File: config.mk
export PLATFORM = sky130hd
export DESIGN_NAME = mc_ctrl
export DESIGN_NICKNAME = d
export VERILOG_FILES = /design/src/rtl/mc_ctrl.sv
export SDC_FILE = /design/constraint.sdc
export NUM_CORES = 1
export LEC_CHECK = 0
export ABC_CLOCK_PERIOD_IN_PS = 2400
export CAP_MARGIN = 20
export CORE_MARGIN = 4
export CORE_UTILIZATION = 39
export DETAILED_ROUTE_END_ITERATION = 8
export GPL_TIMING_DRIVEN = 1
export PLACE_DENSITY = 0.7
export SLEW_MARGIN = 40
export SYNTH_ARGS = -nofsm -noshare
export SYNTH_HDL_FRONTEND = slang
export SYNTH_SLANG_ARGS = --single-unit
File: constraint.sdc
create_clock -name clk -period 2.4 [get_ports clk]
set_input_delay 0.48 -clock clk [delete_from_list [all_inputs] [get_ports clk]]
set_output_delay 0.48 -clock clk [all_outputs]
set_load 0.02 [all_outputs]
File: src/rtl/mc_ctrl.sv
// Multicycle MIPS main control FSM with memready stalls and a post-reset fetch hold.
// Optional BNE support is compiled in when MC_BNE_EN is defined.
module mc_ctrl #(
  parameter int unsigned RESET_PC_HOLD = 0
) (
  input  logic       clk,
  input  logic       reset,
  input  logic [5:0] op,
  input  logic       zero,
  input  logic       memready,
  output logic       memwrite,
  output logic       irwrite,
  output logic       iord,
  output logic       regwrite,
  output logic       regdst,
  output logic       memtoreg,
  output logic       alusrca,
  output logic [1:0] alusrcb,
  output logic [1:0] pcsrc,
  output logic [1:0] aluop,
  output logic       pcen,
  output logic       illegal,
  output logic [3:0] state
);

  typedef enum logic [3:0] {
    FETCH   = 4'd0,
    DECODE  = 4'd1,
    MEMADR  = 4'd2,
    MEMRD   = 4'd3,
    MEMWB   = 4'd4,
    MEMWR   = 4'd5,
    RTYPEEX = 4'd6,
    RTYPEWB = 4'd7,
    BEQEX   = 4'd8,
    ADDIEX  = 4'd9,
    ADDIWB  = 4'd10,
    JEX     = 4'd11,
    BNEEX   = 4'd12
  } state_t;

  localparam logic [5:0] OP_LW   = 6'b100011;
  localparam logic [5:0] OP_SW   = 6'b101011;
  localparam logic [5:0] OP_RTYP = 6'b000000;
  localparam logic [5:0] OP_BEQ  = 6'b000100;
  localparam logic [5:0] OP_ADDI = 6'b001000;
  localparam logic [5:0] OP_J    = 6'b000010;
`ifdef MC_BNE_EN
  localparam logic [5:0] OP_BNE  = 6'b000101;
`endif

  state_t     state_q, state_d;
  logic [3:0] hold_q, hold_d;
  logic       illegal_q, illegal_d;
  logic       pcwrite, branch, branch_ne;

  always_ff @(posedge clk) begin
    if (reset) begin
      state_q   <= FETCH;
      hold_q    <= RESET_PC_HOLD[3:0];
      illegal_q <= 1'b0;
    end else begin
      state_q   <= state_d;
      hold_q    <= hold_d;
      illegal_q <= illegal_d;
    end
  end

  always_comb begin
    state_d   = FETCH;
    hold_d    = hold_q;
    illegal_d = illegal_q;
    memwrite  = 1'b0;
    irwrite   = 1'b0;
    iord      = 1'b0;
    regwrite  = 1'b0;
    regdst    = 1'b0;
    memtoreg  = 1'b0;
    alusrca   = 1'b0;
    alusrcb   = 2'b00;
    pcsrc     = 2'b00;
    aluop     = 2'b00;
    pcwrite   = 1'b0;
    branch    = 1'b0;
    branch_ne = 1'b0;

    case (state_q)
      FETCH: begin
        alusrcb = 2'b01;
        if (hold_q != 4'd0) begin
          hold_d  = hold_q - 4'd1;
          state_d = FETCH;
        end else begin
          irwrite = memready;
          pcwrite = memready;
          state_d = memready ? DECODE : FETCH;
        end
      end
      DECODE: begin
        alusrcb = 2'b11;
        case (op)
          OP_LW, OP_SW: state_d = MEMADR;
          OP_RTYP:      state_d = RTYPEEX;
          OP_BEQ:       state_d = BEQEX;
          OP_ADDI:      state_d = ADDIEX;
          OP_J:         state_d = JEX;
`ifdef MC_BNE_EN
          OP_BNE:       state_d = BNEEX;
`endif
          default: begin
            state_d   = FETCH;
            illegal_d = 1'b1;
          end
        endcase
      end
      MEMADR: begin
        alusrca = 1'b1;
        alusrcb = 2'b10;
        state_d = (op == OP_LW) ? MEMRD : MEMWR;
      end
      MEMRD: begin
        iord    = 1'b1;
        state_d = memready ? MEMWB : MEMRD;
      end
      MEMWB: begin
        memtoreg = 1'b1;
        regwrite = 1'b1;
      end
      MEMWR: begin
        iord     = 1'b1;
        memwrite = 1'b1;
        state_d  = memready ? FETCH : MEMWR;
      end
      RTYPEEX: begin
        alusrca = 1'b1;
        aluop   = 2'b10;
        state_d = RTYPEWB;
      end
      RTYPEWB: begin
        regdst   = 1'b1;
        regwrite = 1'b1;
      end
      BEQEX: begin
        alusrca = 1'b1;
        aluop   = 2'b01;
        pcsrc   = 2'b01;
        branch  = 1'b1;
      end
      ADDIEX: begin
        alusrca = 1'b1;
        alusrcb = 2'b10;
        state_d = ADDIWB;
      end
      ADDIWB: regwrite = 1'b1;
      JEX: begin
        pcsrc   = 2'b10;
        pcwrite = 1'b1;
      end
`ifdef MC_BNE_EN
      BNEEX: begin
        alusrca   = 1'b1;
        aluop     = 2'b01;
        pcsrc     = 2'b01;
        branch_ne = 1'b1;
      end
`endif
      default: state_d = FETCH;
    endcase

    pcen = pcwrite | (branch & zero) | (branch_ne & ~zero);

    // Reset gates outputs combinationally so an in-flight write drops immediately.
    if (reset) begin
      memwrite = 1'b0;
      irwrite  = 1'b0;
      iord     = 1'b0;
      regwrite = 1'b0;
      regdst   = 1'b0;
      memtoreg = 1'b0;
      alusrca  = 1'b0;
      alusrcb  = 2'b00;
      pcsrc    = 2'b00;
      aluop    = 2'b00;
      pcen     = 1'b0;
    end
  end

  assign illegal = illegal_q & ~reset;
  assign state   = reset ? FETCH : state_q;

endmodule

* Word level (Yosys, flattened, before mapping)
Cells that the tools add are included.
** Storage, ports and cells
- Logic and storage cells :: 68
- Register bits after elaboration :: 9
- Output and inout port bits :: 19
** Operators by class
- Reduce and logical (&&, ||, !) cells :: 11
- Add/sub/neg operators :: 1
- Equality and inequality tests :: 16
- Multiplexer cells :: 32
- Bitwise gates (word level) :: 5
** Operators by type and width (number)
- $pmux W4 S7 :: 1
- $pmux W4 S5 :: 1
- $mux W1 :: 19
- $eq A4 B3 Y1 const B :: 4
- $eq A4 B4 Y1 const B :: 4
- $eq A6 B6 Y1 const B :: 2
- $mux W3 :: 3
- $eq A4 B2 Y1 const B :: 2
- $pmux W2 S2 :: 2
- $eq A6 B2 Y1 const B :: 1
- $eq A6 B3 Y1 const B :: 1
- $eq A6 B4 Y1 const B :: 1
- $logic_not A6 Y1 :: 1
- $mux W2 :: 3
- $pmux W2 S3 :: 1
- $reduce_or A2 Y1 :: 3
- $reduce_or A6 Y1 :: 1
- $eq A4 B1 Y1 const B :: 1
- $logic_not A4 Y1 :: 1
- $mux W4 :: 1
- $reduce_and A2 Y1 :: 2
- $reduce_bool A4 Y1 :: 1
- $reduce_or A4 Y1 :: 1
- $sub A4 B1 Y4 const B :: 1
- 5 further kinds :: 7

* Logic depth before layout (Yosys ltp)
- Word-level depth :: 5
- Gate-level depth with buffers :: 6
- Gate-level depth less buffers :: 6

* Worst setup path before layout
No wires, ideal clock.
- Path kind :: reg2out
- Start point :: register hold_q[0]
- End point :: output pcen
- Required time :: 1.920 ns
- Cell stages (with the launch flop) :: 6
- Arrival time :: 1.746 ns
- Setup slack :: 0.174 ns
- Buffers on the path :: 0
- Cells stage by stage :: dfxtp_1 inv_1 ha_1 or3b_2 or3b_1 a21oi_1
** Between the ends
- Cells in the longest elaborated chain, start to end :: 5
** Ends and longest elaborated chain
- from (decl) :: RTL line 53 : logic [3:0] hold_q, hold_d;
- from (signal assigned) :: RTL line 60 : hold_q <= RESET_PC_HOLD[3:0];
- from (signal assigned) :: RTL line 64 : hold_q <= hold_d;
- $reduce_bool A4 Y1 :: RTL line 90 : if (hold_q != 4'd0) begin
- $mux W1 :: RTL line 90
- $pmux W1 S2 :: RTL line 87 : case (state_q)
- $or A1 B1 Y1 :: RTL line 170 : pcen = pcwrite | (branch & zero) | (branch_ne & ~zero);
- $mux W1 :: RTL line 173 : if (reset) begin
- to (decl) :: RTL line 21 : output logic pcen,
No other way between the ends.

* Worst setup path in the final report
Same ends and word-level chain as after synthesis.

==> reports/summary.txt <==
Slew HR: 68.0%
drt total wl: 2.35 mm
number of detailed-route iterations in the first pass: 4
Yosys reg bits: 9
Final GP Congestion: 0.847
crit-path cells: inv_2, ha_4, or3b_4, or3b_4, a21oi_2, buf_4
# DRC: 0
pwr/cell area: 598 mW/mm2
Crit-path slowest cell: or3b_4
Final WS setup: 0.0670 ns
Static Leakage: 0.533 nW
vias in the first global route: 913
Final period util: 97.2%
r2r setup slk: 0.87 ns
Least-Margin Pin Slew: 0.474 ns
DR WL/cell: 13.2 um
clock root buffer: clkbuf_4
max cap viols: 0
most frequent cells in the layout: buf_4 (20), nor2_1 (17), dlygate4sd2_1 (17), clkdlybuf4s50_1 (9)
Unique masters post-synth: 41
final setup violation count: 0
WP buf/inv: 2
Area contributors post-synth: dfxtp_1 (23%), nor2_1 (8.6%), nor4_1 (5.6%), nor3_1 (3.8%), xor2_1 (3.4%)
TritonCTS Buffers: 3
CP peak stage delay: 0.43 ns
Core ar.: 0.00182 mm2
Min-Delay Path Class: flop to flop
Antenna Violating Nets Remaining: 0
CP Launch Type: flop
Final nets: 166
Clock Pin Slew Worst Setup and Hold Paths: 0.06 ns
Buffers on Ports: 28
Ys Warns: 0
initial core utilization: 43.0%
ys flop type: dfxtp_1
syn nets: 124
outcome: finished, final reports clean
Ant. Diodes: 0
Area Overhead vs Synth: 55.8%
Slew Viols, Final: 0
WP data arrival: 1.85 ns
EDFF count, synth: 0
Via density: 5.47
share of cells above drive strength 1: 22.2%
DR iter-0 viols: 27
final hold vios: 0
# IOs: 29
FP Rows: 15
Synth top area share: 23.0%
Total GRT Usage: 19.1%
syn avg cell area: 6.99 um2
cts hold-fix bufs: 0
Syn Inst Count: 112
Layout Skew: 0.00659 ns
die area: 0.00279 mm2
initial antenna violation count: 0
Post-Place Worst Slack: -0.306 ns
worst path required time: 1.92 ns
sequential share of the synthesized area: 23.0%
Tmin final: 2.33 ns
critical path type: flop to output port
Mapped Area: 783 um2
f_max: 429 MHz
largest net degree at the start of global routing: 20
crit end category: output port
HPWL Detailed: 1.80 mm
Crit path top cell by count: or3b_4
Synth area leader: dfxtp_1
Peak VDD IR: 0.486 mV
clk_lat worst skew: 0.25 ns
peak fanout along the critical path: 3
CTS tree: built
GRT overflow: 0
Post-synth ARST share: 0%
family with the most delay on the worst path: simple AND/OR/NAND/NOR gates
total power: 0.729 mW
H-tree Lvls: 1
commonest non-fill, non-tap cell in the layout: buf_4
clock buffer depth: 2
die width: 52.8 um
chip height: 52.8 um
DR vias: 974
RSZ-0062 raised after global routing: true
first-pass GRT wire length: 4.05 mm
clock sink total: 9
[what timing repair did]
action / in CTS / in global routing
setup endpoints to repair: 19 / 2
buffers inserted: 0 / 1
pin swaps: 0 / 2
gates resized for setup: 28 / 9
[power by group]
part | switching [mW] | internal, mW
clock network | 0.0481 | 0.0637
registers | 0.0191 | 0.186
logic | 0.196 | 0.216
[tightest hold or removal path: stages (launching register included)]
cell,delay (ns)
dfxtp_1,0.35
xor2_1,0.07
nor2_1,0.07
[final timing paths]
check                           startpoint    endpoint  cells past startpoint
worst max-delay path             hold_q[0]        pcen                      6
worst min-delay path             hold_q[3]   hold_q[3]                      2
worst max register to register   hold_q[0]  state_q[0]                      5
worst min register to register   hold_q[3]   hold_q[3]                      2
[metal layers]
layer	track usage [%]	wire, um	up-vias
met4	2.55	17	0
met5	0	0	-
met2	32.2	1100	30
li1	-	-	492
met3	3.13	143	2
met1	25.8	1090	450
[stage by stage]
step,instances,area (um2),hold slack (ns),util (%),setup TNS (ns)
global route,178,1220,0.566,67.0,-0.0114
CTS,177,1190,0.530,65.3,0
floorplan,112,783,0.471,-,0
finish,178,1220,0.521,67.0,0
global placement,173,1190,0.496,65.2,-2.11
detailed placement,173,1190,0.506,65.2,-2.32
[flip-flops by register name (all words and copies together) (netlist names)]
name	flops
hold_q	4
illegal_q	1
state_q	4
[cells in the mapped netlist, types with 3 or more instances]
master    instances
clkbuf_1          5
nor2b_1           4
nand2b_1          4
xor2_1            3
a21oi_1           3
nor3_1            6
inv_1             6
nand2_1           4
o21ai_0           5
nand3_1           5
nor4_1            7
dfxtp_1           9
nor2_1           18
[final cells by class]
class	count	area, um2
clock buffers	4	26.3
fillers	181	601
inverters	6	22.5
multi-input cells	88	568
flip-flops and latches	9	183
well taps	25	31.3
repair buffers	46	389
[cells by family (layout without fill, tap and decap cells)]
family	Yosys count	count (layout)	synth area share, %
adders and majority gates	2	2	3.19
xor gates and xnor gates	5	5	5.59
AOI/OAI and AO/OA	23	23	20.8
buffers and inverters	15	56	7.51
DFF	9	9	23.0
and+or+nand+nor	58	58	39.9
Note: power is estimated with default switching activity, not from simulation.
==> patch, RTL diff (config.mk and constraints unchanged) <==
Build with the macro `MC_BNE_EN` defined.
--- a/src/rtl/mc_ctrl.sv
+++ b/src/rtl/mc_ctrl.sv
@@ -2,2 +2,4 @@
 // Optional BNE support is compiled in when MC_BNE_EN is defined.
+`define MC_BNE_EN
+
 module mc_ctrl #(
Formal check against the unedited RTL: not equivalent (a bounded check fails within 4 cycles, from zero or initial values and one cycle with reset high).
==> patch against the unedited design <==
Register-to-register slack gained 0.03 ns; sequential cell count is the same; wire length shrank 1.0%; critical path depth shrank 3; setup slack gained 0.024 ns; sequential power grew 6%; final area grew 4.7%; die area grew 6.5%; count of clock-buffer cells in the layout shrank 1; total power shrank 9.1%; synthesized area grew 7.7%; highest routed layer is now met3.
==> patch: results (changes against the unedited design) <==
- Net Switching: 0.254 mW (-3.4%)
- Finished Layout Cells: 187 (+5.1%)
- Via density per instance: 5.34 (-2.4%)
- Worst Hold Launch: illegal_q$_SDFFE_PP0P_
- Synth cell types: 40 (-2.4%)
- Syn_nets: 132 (+6.5%)
- Worst skew pair latency: 0.26 ns
- Routability congestion estimate: 0.805 (-4.9%)
- Cell family with most CP delay: buffers and inverters
- # diodes: 0 (unchanged)
- Global-route wire length before repair: 3980 µm (-1.7%)
- Total wire length: 2320 µm (-1.0%)
- H-tree depth: 1 (unchanged)
- Placed cells: 183 (+5.8%)
- Skew final: 0.00597 ns (-0.000617 ns)
- Vias in the first global route: 961 (+5.3%)
- Final HPWL DP: 1900 µm (+5.5%)
- Num CTS Buffers: 3 (unchanged)
- Most instantiated cells after synthesis: 19 x nor2_1, 9 x clkbuf_1, 9 x dfxtp_1, 9 x nor3_1, 7 x nor2b_1
- Worst-path fanout max: 7 (+4)
- Sequential area share after synthesis: 21.4% (-1.6 points)
- Post-layout net count: 173 (+4.2%)
- Regs by FF count: hold_q (4), state_q (4), illegal_q (1)
- Root buf cell: clkbuf_4
- Drt first pass iters: 4 (unchanged)
- Maximum VDD drop: 448 µV (-7.9%)
- Synthesized area per cell: 7.03 µm² (+0.49%)
- Status: complete, no violations
- Worst R2R Setup Slack: 0.90 ns (+0.03 ns)
- Pin count of the biggest net entering global routing: 15 (-25%)
- DRT iter0 DRCs: 16 (-41%)
- Worst Hold End: illegal_q$_SDFFE_PP0P_
- Worst-path clk slew: ~0.070 ns
- Worst R2R Start: state_q[1]$_SDFF_PP0_
- Max transition margin: 74.7% (+6.7 points)
- Synth area leaders: dfxtp_1 21%, nor2_1 8.5%, nor3_1 5.3%
- Reg2reg path depth: 5 (unchanged)
- Leakage: 0.608 nW (+14%)
- WP data arrival: 1.83 ns (-0.02 ns)
- GRT Util Overall: 17.7% (-1.4 points)
- Slowest cell delay on critical path: 0.65 ns (+0.22 ns)
- Worst path slowest cell: clkdlybuf4s50_1
- Share of cells above drive strength 1: 20.0% (-2.2 points)
-- patch: cell types whose count changed in the layout (fill, tap and decap cells not counted), moves of 4 or more --
cell / delta
dlygate4sd2_1: -5
a21oi_1: +4
dlymetal6s2s_1: +4
nor4_1: -4
-- patch: cell families (layout without fill, tap and decap cells) --
group | Yosys count | after routing | share of synthesized area [%]
AND/OR/NAND/NOR | 64 | 64 | 42.7
AO/OA/AOI/OAI | 24 | 24 | 19.1
buffers and inverters | 15 | 55 | 7.57
flip-flops | 9 | 9 | 21.4
XOR/XNOR | 6 | 6 | 6.23
adder cells (fa/ha/maj) | 2 | 2 | 2.97
-- patch: cell type report --
type,instances,area [µm²]
Clock buffer,3,22.5
Clock inverter,1,5.00
Fill cell,194,724
Inverter,4,15.0
Multi-Input combinational cell,96,606
Sequential cell,9,183
Tap cell,27,33.8
Timing Repair Buffer,47,413
-- patch: worst max-delay path by stage --
stage | startpoint | to | slack (ns) | depth (start not counted)
after floorplan | reset | alusrcb[0] | 0.42 | 3
after global placement | zero | pcen | -0.27 | 6
after detailed placement | zero | pcen | -0.30 | 6
after CTS | zero | pcen | -0.006 | 6
after global routing | reset | state[3] | 0.02 | 3
final | reset | alusrcb[0] | 0.09 | 3
-- patch: timing repair --
item | 4_1_cts | 5_1_grt
setup endpoints to repair | 15 | 5
hold buffers | 0 | 0
gates cloned | 0 | 0
gates resized for setup | 17 | 5
buffers inserted | 0 | 0
endpoints found under the hold margin | 0 | 0
-- patch: worst reg2reg max path, delay by kind of cell, from the launching register on --
family	cells	cell delay (ns)
DFF	1	0.39
buffers and inverters	1	0.18
and+or+nand+nor	3	0.68
AOI/OAI and AO/OA	1	0.17
-- patch: per-stage QoR --
stage | hold slack [ns] | util, % | worst slack (ns) | instance area [µm²]
after global routing | 0.530 | 63.8 | 0.0158 | 1280
final | 0.478 | 63.8 | 0.0906 | 1280
after CTS | 0.486 | 63.6 | -0.00615 | 1270
after global placement | 0.453 | 62.5 | -0.274 | 1250
after detailed placement | 0.470 | 62.5 | -0.301 | 1250
after floorplan | 0.429 | - | 0.422 | 843
-- patch: power groups by stage --
stage                     clock, mW  sequential [mW]  combinational, mW
final                         0.120            0.218              0.324
after floorplan                   0            0.209              0.226
after CTS                     0.124            0.218              0.330
after global routing          0.133            0.225              0.368
after global placement            0            0.219              0.324
after detailed placement          0            0.220              0.332
-- patch: layer usage --
metal	global-route usage [%]	wire length, µm	vias up
met3	3.27	127	0
met2	34.9	1210	26
met4	2.07	0	0
met5	0	0	-
li1	-	-	509
met1	19.9	984	464
